**src/rtl/seg7_pkg.sv**
```systemverilog
// Shared definitions for the 7-segment scan controller.
//   SEG_A..SEG_G, SEG_DP : bit positions inside the 8-bit segment bus {dp,g,f,e,d,c,b,a}
//   SEG_MAP              : hex nibble -> {g,f,e,d,c,b,a}, active-high
//   state_e              : scan FSM states
package seg7_pkg;

   localparam int unsigned SEG_A  = 0;
   localparam int unsigned SEG_B  = 1;
   localparam int unsigned SEG_C  = 2;
   localparam int unsigned SEG_D  = 3;
   localparam int unsigned SEG_E  = 4;
   localparam int unsigned SEG_F  = 5;
   localparam int unsigned SEG_G  = 6;
   localparam int unsigned SEG_DP = 7;

   // Entry n holds the {g..a} pattern for nibble n (first listed entry is index 15).
   localparam logic [15:0][6:0] SEG_MAP = {
      7'b1110001,  // F
      7'b1111001,  // E
      7'b1011110,  // d
      7'b0111001,  // C
      7'b1111100,  // b
      7'b1110111,  // A
      7'b1101111,  // 9
      7'b1111111,  // 8
      7'b0000111,  // 7
      7'b1111101,  // 6
      7'b1101101,  // 5
      7'b1100110,  // 4
      7'b1001111,  // 3
      7'b1011011,  // 2
      7'b0000110,  // 1
      7'b0111111   // 0
   };

   typedef enum logic [1:0] {
      IDLE,
      BLANK,
      SHOW
   } state_e;

endpackage

```
**src/rtl/seg7_decode.sv**
```systemverilog
// Combinational hex-to-segment decoder.
//   nibble : hex digit 0..F
//   seg    : {g,f,e,d,c,b,a}, active-high
module seg7_decode
   import seg7_pkg::*;
(
   input  logic [3:0] nibble,
   output logic [6:0] seg
);

   logic [6:0] row;

   assign row = SEG_MAP[nibble];

   assign seg[SEG_A] = row[SEG_A];
   assign seg[SEG_B] = row[SEG_B];
   assign seg[SEG_C] = row[SEG_C];
   assign seg[SEG_D] = row[SEG_D];
   assign seg[SEG_E] = row[SEG_E];
   assign seg[SEG_F] = row[SEG_F];
   assign seg[SEG_G] = row[SEG_G];

endmodule

```
**src/rtl/seg7_scan_ctrl.sv**
```systemverilog
// Time-multiplexed scan controller for an N-digit common-anode 7-segment display.
//   clk, rst_n   : clock, asynchronous active-low reset
//   en_i         : scan enable
//   value_i      : nibble k drives digit k (digit 0 rightmost)
//   dp_i         : decimal point per digit
//   load_i       : strobe capturing value_i/dp_i as a pending update
//   lzs_i        : leading-zero suppression, sampled when an update is applied
//   load_ack_o   : pulse when an update reaches the shadow register
//   frame_o      : pulse on each wrap from the last digit back to digit 0
//   an_o         : anode drives, active-low
//   seg_o        : {dp,g,f,e,d,c,b,a}, active-high
module seg7_scan_ctrl
   import seg7_pkg::*;
#(
   parameter int unsigned NUM_DIGITS   = 4,
   parameter int unsigned CLK_DIV      = 50000,
   parameter int unsigned BLANK_CYCLES = 500
) (
   input  logic                      clk,
   input  logic                      rst_n,
   input  logic                      en_i,
   input  logic [4*NUM_DIGITS-1:0]   value_i,
   input  logic [NUM_DIGITS-1:0]     dp_i,
   input  logic                      load_i,
   input  logic                      lzs_i,
   output logic                      load_ack_o,
   output logic                      frame_o,
   output logic [NUM_DIGITS-1:0]     an_o,
   output logic [7:0]                seg_o
);

   localparam int unsigned IDX_W     = $clog2(NUM_DIGITS);
   localparam int unsigned CNT_W     = $clog2(CLK_DIV);
   localparam bit          HAS_BLANK = (BLANK_CYCLES > 0);
   localparam logic [CNT_W-1:0] CNT_LAST   = CNT_W'(CLK_DIV - 1);
   localparam logic [CNT_W-1:0] BLANK_LAST = CNT_W'(HAS_BLANK ? BLANK_CYCLES - 1 : 0);
   localparam logic [IDX_W-1:0] IDX_LAST   = IDX_W'(NUM_DIGITS - 1);
   localparam state_e SLOT_START = HAS_BLANK ? BLANK : SHOW;

   state_e                         state_q, state_d;
   logic [IDX_W-1:0]               idx_q, idx_d;
   logic [CNT_W-1:0]               cnt_q, cnt_d;
   logic                           wrap;

   logic [NUM_DIGITS-1:0][3:0]     shadow_val_q;
   logic [NUM_DIGITS-1:0]          shadow_dp_q, shadow_mask_q;
   logic [NUM_DIGITS-1:0][3:0]     pend_val_q;
   logic [NUM_DIGITS-1:0]          pend_dp_q;
   logic                           pend_valid_q;

   logic                           apply_cyc, do_apply, lzs_run;
   logic [NUM_DIGITS-1:0][3:0]     apply_val;
   logic [NUM_DIGITS-1:0]          apply_dp, apply_mask;

   logic [NUM_DIGITS-1:0]          an_q, an_d;
   logic [7:0]                     seg_q, seg_d;
   logic                           ack_q, frame_q;
   logic [6:0]                     dec_seg;

   // Scan sequencing: cnt spans the whole slot, BLANK covers its first BLANK_CYCLES counts.
   always_comb begin
      state_d = state_q;
      idx_d   = idx_q;
      cnt_d   = cnt_q;
      wrap    = 1'b0;
      if (!en_i) begin
         state_d = IDLE;
         idx_d   = '0;
         cnt_d   = '0;
      end else begin
         unique case (state_q)
            IDLE: begin
               state_d = SLOT_START;
               idx_d   = '0;
               cnt_d   = '0;
            end
            BLANK: begin
               cnt_d = cnt_q + CNT_W'(1);
               if (cnt_q == BLANK_LAST) state_d = SHOW;
            end
            SHOW: begin
               if (cnt_q == CNT_LAST) begin
                  cnt_d   = '0;
                  state_d = SLOT_START;
                  if (idx_q == IDX_LAST) begin
                     idx_d = '0;
                     wrap  = 1'b1;
                  end else begin
                     idx_d = idx_q + IDX_W'(1);
                  end
               end else begin
                  cnt_d = cnt_q + CNT_W'(1);
               end
            end
            default: state_d = IDLE;
         endcase
      end
   end

   // A strobe landing on an apply cycle bypasses the pending register.
   assign apply_cyc = (state_q == IDLE) || wrap;
   assign do_apply  = apply_cyc && (load_i || pend_valid_q);
   assign apply_val = load_i ? value_i : pend_val_q;
   assign apply_dp  = load_i ? dp_i    : pend_dp_q;

   // Blank zeros from the top digit down until the first nonzero one; digit 0 always shows.
   always_comb begin
      apply_mask = '0;
      lzs_run    = lzs_i;
      for (int k = int'(NUM_DIGITS) - 1; k > 0; k--) begin
         if (lzs_run && (apply_val[k] == 4'd0)) apply_mask[k] = 1'b1;
         else lzs_run = 1'b0;
      end
   end

   seg7_decode u_decode (
      .nibble (shadow_val_q[idx_q]),
      .seg    (dec_seg)
   );

   // Gating by en_i turns the anodes off on the very edge that samples the disable.
   always_comb begin
      an_d  = '1;
      seg_d = '0;
      if (en_i && (state_q == SHOW)) begin
         an_d[idx_q] = 1'b0;
         if (!shadow_mask_q[idx_q]) seg_d[SEG_G:SEG_A] = dec_seg;
         seg_d[SEG_DP] = shadow_dp_q[idx_q];
      end
   end

   always_ff @(posedge clk or negedge rst_n) begin
      if (!rst_n) begin
         state_q       <= IDLE;
         idx_q         <= '0;
         cnt_q         <= '0;
         shadow_val_q  <= '0;
         shadow_dp_q   <= '0;
         shadow_mask_q <= '0;
         pend_val_q    <= '0;
         pend_dp_q     <= '0;
         pend_valid_q  <= 1'b0;
         an_q          <= '1;
         seg_q         <= '0;
         ack_q         <= 1'b0;
         frame_q       <= 1'b0;
      end else begin
         state_q <= state_d;
         idx_q   <= idx_d;
         cnt_q   <= cnt_d;
         an_q    <= an_d;
         seg_q   <= seg_d;
         ack_q   <= do_apply;
         frame_q <= wrap;
         if (do_apply) begin
            shadow_val_q  <= apply_val;
            shadow_dp_q   <= apply_dp;
            shadow_mask_q <= apply_mask;
         end
         if (load_i && !apply_cyc) begin
            pend_val_q   <= value_i;
            pend_dp_q    <= dp_i;
            pend_valid_q <= 1'b1;
         end else if (do_apply) begin
            pend_valid_q <= 1'b0;
         end
      end
   end

   assign an_o       = an_q;
   assign seg_o      = seg_q;
   assign load_ack_o = ack_q;
   assign frame_o    = frame_q;

endmodule

```
**config.mk**
```make
export PLATFORM = sky130hd
export DESIGN_NAME = seg7_scan_ctrl
export DESIGN_NICKNAME = d
export VERILOG_FILES = /design/src/rtl/seg7_pkg.sv /design/src/rtl/seg7_decode.sv /design/src/rtl/seg7_scan_ctrl.sv
export SDC_FILE = /design/constraint.sdc
export NUM_CORES = 1
export LEC_CHECK = 0
export ABC_AREA = 0
export CAP_MARGIN = 5
export CORE_MARGIN = 10
export CORE_UTILIZATION = 40
export DETAILED_ROUTE_END_ITERATION = 8
export GPL_TIMING_DRIVEN = 1
export MAX_ROUTING_LAYER = met4
export PLACE_DENSITY = 0.61
export SETUP_SLACK_MARGIN = 0.5
export SLEW_MARGIN = 20
export SYNTH_ARGS = -nofsm -noshare
export SYNTH_HDL_FRONTEND = slang
export SYNTH_HIERARCHICAL = 1
export SYNTH_SLANG_ARGS = --single-unit
export TNS_END_PERCENT = 20
```
**constraint.sdc**
```tcl
create_clock -name clk -period 4.49 [get_ports clk]
set_input_delay 0.449 -clock clk [delete_from_list [all_inputs] [get_ports clk]]
set_output_delay 0.449 -clock clk [all_outputs]
set_load 0.02 [all_outputs]
```
=== Word level (Yosys, flattened, before mapping) ===
Memories as Yosys holds them, arrays and structs flattened.
Index checks and enable logic that the tools add are counted.

* Bits in registers: 78
* ROM bits: 112
* Word-level logic and storage cells: 88
* Memories kept: 1

* Add/subtract/negate cells: 2
* Order comparisons: 3
* Equal/unequal tests: 9
* Mux-type cells: 36
* Bitwise operators: 1
* Reductions and logical operators: 17

{| class="wikitable"
|+ Memory list
! name !! words !! bits a word !! rd ports !! clocked after memory_dff !! write ports !! RTL line !! RTL
|-
| (no name shown) || 16 || 7 || 1 || 0 || 0 || seg7_decode.sv:13 || <nowiki>assign row = SEG_MAP[nibble];</nowiki>
|}

{| class="wikitable"
|+ Operators by type and width
! cell !! number
|-
| two-way mux 16 bit || 3
|-
| one-hot mux 16 bit (3 select lines) || 1
|-
| adder 16 x 1 -> 16 bit (second input constant) || 1
|-
| equality test 16 bit (second input constant) || 1
|-
| equality test 16 x 9 -> 1 bit (second input constant) || 1
|-
| two-way mux 1 bit || 14
|-
| two-way mux 7 bit || 2
|-
| zero test 4 bit || 3
|-
| two-way mux 2 bit || 6
|-
| two-way mux 4 bit || 3
|-
| binary-select mux 4 bit (select 2 bit) || 1
|-
| two-way mux 8 bit || 1
|-
| logical AND 1 bit || 7
|-
| != test 3 bit (second input constant) || 2
|-
| one-hot mux 2 bit (3 select lines) || 1
|-
| < comparator 4 x 5 -> 1 bit (second input constant) || 1
|-
| binary-select mux 1 bit (select 2 bit) || 2
|-
| equality test 2 bit (second input constant) || 2
|-
| != test 4 x 1 -> 1 bit (second input constant) || 1
|-
| NOT 4 bit || 1
|-
| one-hot mux 2 bit (2 select lines) || 1
|-
| AND reduction 2 bit || 2
|-
| < comparator 2 x 3 -> 1 bit (second input constant) || 1
|-
| != test 3 x 1 -> 1 bit (second input constant) || 1
|-
| 8 further kinds || 9
|}

=== Longest topological paths before layout ===
* Depth in word-level cells: 9
* Mapped depth: 8
* Depth with buffers taken out: 7

=== Cells and area by module ===
Netlist, hierarchy kept.

{| class="wikitable"
|+ Modules (own cells, without submodules)
! module !! times used !! cells each !! area an instance (um^2)
|-
| seg7_scan_ctrl || 1 || 365 || 4015.1
|-
| seg7_decode || 1 || 33 || 287.8
|}

=== Worst setup path after synthesis ===
No wires, ideal clock.

* Path type: reg2reg
* Start: register idx_q[0]
* End: register seg_q[3] (netlist: seg_o[3])
* Library setup time: 0.119 ns
* Arrival time: 2.330 ns
* Data required time: 4.371 ns
* Path slack: 2.041 ns
* Stages on the path, launching flop included: 8
* Buffers on the path: 1
* Cells stage by stage: dfrtp_1 clkbuf_1 mux4_2 inv_1 ha_1 inv_1 mux4_1 and2_1

* Word-level cells in the longest chain between the ends: 6
* Elaborated cells on any way between the ends: 8

{| class="wikitable"
|+ RTL lines
! item !! RTL line !! RTL
|-
| from (decl) || seg7_scan_ctrl.sv:41 || <nowiki>logic [IDX_W-1:0] idx_q, idx_d;</nowiki>
|-
| from (signal assigned) || seg7_scan_ctrl.sv:149 || <nowiki>idx_q <= idx_d;</nowiki>
|-
| binary-select mux 4 bit (select 2 bit) || seg7_scan_ctrl.sv:117 || <nowiki>.nibble (shadow_val_q[idx_q]),</nowiki>
|-
| two-way mux 4 bit (implied by the code) || seg7_scan_ctrl.sv:117 ||
|-
| memory (16 x 7 bit) || n/a ||
|-
| two-way mux 7 bit (implied by the code) || seg7_decode.sv:13 ||
|-
| net dec_seg[3] || seg7_scan_ctrl.sv:58 || <nowiki>logic [6:0] dec_seg;</nowiki>
|-
| two-way mux 7 bit || seg7_scan_ctrl.sv:127 || <nowiki>if (!shadow_mask_q[idx_q]) seg_d[SEG_G:SEG_A] = dec_seg;</nowiki>
|-
| two-way mux 8 bit || seg7_scan_ctrl.sv:125 || <nowiki>if (en_i && (state_q == SHOW)) begin</nowiki>
|-
| net seg_d[3] || seg7_scan_ctrl.sv:56 || <nowiki>logic [7:0] seg_q, seg_d;</nowiki>
|-
| to (signal assigned) || seg7_scan_ctrl.sv:152 || <nowiki>seg_q <= seg_d;</nowiki>
|-
| to (decl) || seg7_scan_ctrl.sv:56 ||
|}

The timed path passes the listed nets, and every way through them passes these cells. The select of a mux whose other input is x is not followed.
A chain may end at the register's enable or synchronous reset.

=== Worst setup path in the final report ===
* Start: register cnt_q[12]
* End: register pend_dp_q[0]

* Word-level cells in the longest chain between the ends: 7

{| class="wikitable"
|+ RTL lines
! item !! RTL line !! RTL
|-
| from (decl) || seg7_scan_ctrl.sv:42 || <nowiki>logic [CNT_W-1:0] cnt_q, cnt_d;</nowiki>
|-
| from (signal assigned) || seg7_scan_ctrl.sv:150 || <nowiki>cnt_q <= cnt_d;</nowiki>
|-
| equality test 16 bit || seg7_scan_ctrl.sv:82 || <nowiki>if (cnt_q == CNT_LAST) begin</nowiki>
|-
| two-way mux 1 bit || seg7_scan_ctrl.sv:82 ||
|-
| two-way mux 1 bit || seg7_scan_ctrl.sv:71 || <nowiki>unique case (state_q)</nowiki>
|-
| two-way mux 1 bit || seg7_scan_ctrl.sv:66 || <nowiki>if (!en_i) begin</nowiki>
|-
| logical OR 1 bit || seg7_scan_ctrl.sv:101 || <nowiki>assign apply_cyc = (state_q == IDLE) || wrap;</nowiki>
|-
| zero test 1 bit || seg7_scan_ctrl.sv:160 || <nowiki>if (load_i && !apply_cyc) begin</nowiki>
|-
| logical AND 1 bit || seg7_scan_ctrl.sv:160 ||
|-
| to (signal assigned) || seg7_scan_ctrl.sv:162 || <nowiki>pend_dp_q <= dp_i;</nowiki>
|-
| to (decl) || seg7_scan_ctrl.sv:48 || <nowiki>logic [NUM_DIGITS-1:0] pend_dp_q;</nowiki>
|}

Every way passes these cells.

==> insert_results.sql <==
INSERT INTO impl_metrics (metric_group, metric, value, unit) VALUES
('outcome', 'outcome', 'finished clean', ''),
('final_layout', 'design.final.nets', '474', ''),
('floorplanning', 'core-area', '10400', 'sq um'),
('floorplanning', 'chipWidth', '124', 'um'),
('global_route', 'grtUsageTotal', '13.9', '%'),
('clock_tree', 'cts_tree', 'yes', ''),
('timing', 'timing.slew.headroom', '48.4', '%'),
('critical_path', 'worstPathCellList', 'or4_4 -> or4_4 -> o21ai_4 -> nor2_2 -> buf_4 -> mux2_4', ''),
('power_and_ir_drop', 'power.ir.vdd_worst', '0.175', 'mV'),
('yosys', 'synth_warnings', '6', ''),
('clock_tree', 'clkTransAtPathRegs', '0.09', 'ns'),
('critical_path', 'cp_data_required_time', '4.72', 'ns'),
('global_route', 'first_global_vias', '3221', ''),
('floorplanning', 'floorplan.io_pins', '39', ''),
('detailed_routing', 'detail_route.iter0.violations', '276', ''),
('yosys', 'yosys-top-cells-area', 'sky130_fd_sc_hd__dfrtp_1 43%, sky130_fd_sc_hd__mux2_4 7.0%, sky130_fd_sc_hd__ha_1 4.7%', ''),
('critical_path', 'worst-path-max-fanout', '23', ''),
('final_layout', 'signed_area_change_from_the_synthesized_netlist_to_the_final_layout', '16.2', '%'),
('timing', 'timing.final.crit_share', '68.3', '%'),
('clock_tree', 'cts_repair_resize_count', '0', ''),
('placed_design', 'detailed_placement_wirelength_estimate', '6750', 'um'),
('clock_tree', 'clock_tree.htree_level_count', '3', ''),
('timing', 'worst-slew-pin-transition', '0.774', 'ns'),
('final_layout', 'antennaDiodeCount', '0', ''),
('yosys', 'top_flip_flop_cell_by_instance_count_after_synthesis', 'sky130_fd_sc_hd__dfrtp_1', ''),
('yosys', 'synth.largest_area_cell', 'sky130_fd_sc_hd__dfrtp_1', ''),
('critical_path', 'cpPeakStageDelay', '0.60', 'ns'),
('placed_design', 'routabilityCongestion', '0.802', ''),
('power_and_ir_drop', 'power_leakage', '2.11', 'nW'),
('power_and_ir_drop', 'share_comb_of_total_power', '23.3', '%'),
('yosys', 'synth.net_count', '439', ''),
('global_route', 'antenna_violations_before_repair', '0', ''),
('yosys', 'netlist.area_leader.share', '43.0', '%'),
('timing', 'finalSetupViolations', '0', ''),
('power_and_ir_drop', 'finalPower', '0.00188', 'W'),
('clock_tree', 'buffers_inserted_during_post_cts_setup_optimization', '0', ''),
('power_and_ir_drop', 'p_switching', '0.000560', 'W'),
('detailed_routing', 'detail_route.drc_violations', '0', ''),
('min_path', 'min-delay-path-class', 'in2async', ''),
('placed_design', 'numPortBuffers', '38', ''),
('timing', 'rsz0062_at_grt', 'no', ''),
('critical_path', 'crit_slowest_cell', 'sky130_fd_sc_hd__or4_4', ''),
('clock_tree', 'clk_sink_count', '78', ''),
('power_and_ir_drop', 'switching_share', '29.8', '%'),
('critical_path', 'cp.arrival', '3.30', 'ns'),
('detailed_routing', 'vias', '3168', ''),
('global_route', 'globalRouteOverflowTotal', '0', ''),
('timing', 'final_hold_viol_count', '0', ''),
('yosys', 'proportion_of_register_bits_with_asynchronous_set_or_reset_after_synthesis', '100', '%'),
('clock_tree', 'cts_max_path_buffers', '2', ''),
('detailed_routing', 'vias_per_cell', '5.52', ''),
('timing', 'finalWorstPathRequiredPeriod', '3.07', 'ns'),
('critical_path', 'setup.worst_path.start_class', 'flip-flop', ''),
('timing', 'timing.final.max_slew_violations', '0', ''),
('timing', 'skew', '0.0109', 'ns'),
('critical_path', 'cpMostUsedCell', 'sky130_fd_sc_hd__or4_4', ''),
('yosys', 'ys_seq_area_share', '45.5', '%'),
('floorplanning', 'count_of_standard_cell_rows', '37', ''),
('timing', 'fin_tns_setup', '0', 'ns'),
('detailed_routing', 'route.final.wire_length', '9810', 'um'),
('critical_path', 'critPathCaptureType', 'flip-flop', ''),
('yosys', 'synth_cells', '398', ''),
('yosys', 'edff_count_synth', '0', ''),
('yosys', 'ys_seq_elements', '78', ''),
('flow_run', 'drv_cap', '0', ''),
('detailed_routing', 'drt-pass1-iter-count', '4', ''),
('power_and_ir_drop', 'internal_power', '0.00132', 'W'),
('floorplanning', 'start_util', '41.3', '%'),
('power_and_ir_drop', 'power.sequential.fraction', '48.3', '%'),
('final_layout', 'layout-drive-gt1-share', '16.0', '%'),
('power_and_ir_drop', 'pwr_density_cell', '375', 'nW/um^2');
cells by family after synthesis:
family	share of synthesized area [%]
simple gates	15.7
compound gates	17.1
flops	45.5
buf+inv	4.27
mux	12.2
fa+ha+maj	4.65
xor+xnor	0.611
placed cells by master, fill, tap and decap left out, drive strengths merged, types with 9 or more instances in the layout:
cell	netlist	final
a22o	15	15
mux2	24	24
o221a	9	9
inv	22	24
o21ai	25	25
ha	16	16
dfrtp	74	74
a22oi	11	11
clkdlybuf4s50	0	37
nand3	13	13
clkbuf	12	10
nand2	32	32
o22ai	9	9
a21oi	15	15
nor2	20	20
per-stage QoR:
stage                     instance area [sq um]  util, %  hold slack (ns)  cells  worst slack, ns
final                                      5000     48.0           0.0586    574             1.42
after floorplan                            4300        -            0.153    398             2.04
after CTS                                  4980     47.8            0.298    573             1.45
after global routing                       5000     48.0           0.0827    574             1.33
after global placement                     4780     45.9            0.467    557             1.51
after detailed placement                   4780     45.9            0.473    557             1.46
Yosys cell counts (5+ instances only):
cell type / instances
sky130_fd_sc_hd__mux2_4: 20
sky130_fd_sc_hd__a22o_1: 15
sky130_fd_sc_hd__nand4_1: 5
sky130_fd_sc_hd__o221a_2: 9
sky130_fd_sc_hd__inv_1: 22
sky130_fd_sc_hd__mux4_2: 5
sky130_fd_sc_hd__dfrtp_1: 74
sky130_fd_sc_hd__o22ai_1: 9
sky130_fd_sc_hd__clkbuf_1: 12
sky130_fd_sc_hd__o21ai_0: 24
sky130_fd_sc_hd__nor2_1: 19
sky130_fd_sc_hd__nand2_1: 32
sky130_fd_sc_hd__and2_1: 7
sky130_fd_sc_hd__a21oi_1: 15
sky130_fd_sc_hd__nand3_1: 13
sky130_fd_sc_hd__a22oi_1: 11
sky130_fd_sc_hd__ha_1: 16
sky130_fd_sc_hd__nor3_1: 7
per-layer routing:
layer | share of wire (%) | wire length [um] | GRT usage (%) | vias to the layer above
met5 | 0 | 0 | - | -
met4 | 0.93 | 91 | 5.46 | 0
met3 | 4.5 | 442 | 2.35 | 9
met2 | 43 | 4220 | 19.2 | 76
met1 | 52 | 5060 | 19.7 | 1539
li1 | - | - | - | 1544
layout make-up:
type / instances / area [sq um]
Fill cell: 980 / 5420
Multi-Input combinational cell: 278 / 2160
Sequential cell: 78 / 1960
Timing Repair Buffer: 43 / 428
Tap cell: 136 / 170
Clock buffer: 10 / 128
Inverter: 23 / 86.3
Clock inverter: 6 / 70.1
registers in the layout, indices dropped and copies added, names as in the netlist:
register	flops
shadow_val_q	16
cnt_q	16
an_o	4
shadow_mask_q	3
frame_o	1
pend_val_q	16
state_q	2
idx_q	2
load_ack_o	1
seg_o	8
pend_dp_q	4
pend_valid_q	1
shadow_dp_q	4
path summary, 6_finish.rpt:
| kind | start | to | slack [ns] |
|---|---|---|---|
| max | cnt_q[12]$_DFFE_PN0P_ | pend_dp_q[0]$_DFFE_PN0P_ | 1.42 |
| min | rst_n | pend_val_q[15]$_DFFE_PN0P_ | 0.06 |
| max reg2reg | cnt_q[12]$_DFFE_PN0P_ | pend_dp_q[0]$_DFFE_PN0P_ | 1.42 |
| min reg2reg | shadow_mask_q[3]$_DFFE_PN0P_ | shadow_mask_q[3]$_DFFE_PN0P_ | 0.48 |
| max in group asynchronous | rst_n | an_o[2]$_DFF_PN1_ | 3.78 |
| min in group clk | shadow_mask_q[3]$_DFFE_PN0P_ | shadow_mask_q[3]$_DFFE_PN0P_ | 0.48 |
critical path, delay by kind of cell, from the launching register on:
kind,cells,cell delay [ns]
simple gates,3,1.35
compound gates,1,0.55
flops,1,0.43
mux,1,0.32
buf+inv,1,0.29
power by group through the flow:
| stage | clock (W) | sequential [W] | combinational [W] |
|---|---|---|---|
| 2_1_floorplan | 0 | 0.000883 | 0.000346 |
| 3_3_place_gp | 0 | 0.000915 | 0.000424 |
| 3_5_place_dp | 0 | 0.000917 | 0.000435 |
| 4_1_cts | 0.000550 | 0.000905 | 0.000436 |
| 5_1_grt | 0.000579 | 0.000923 | 0.000483 |
| 6_report | 0.000535 | 0.000906 | 0.000437 |
Power figures use the tool's default switching activity.
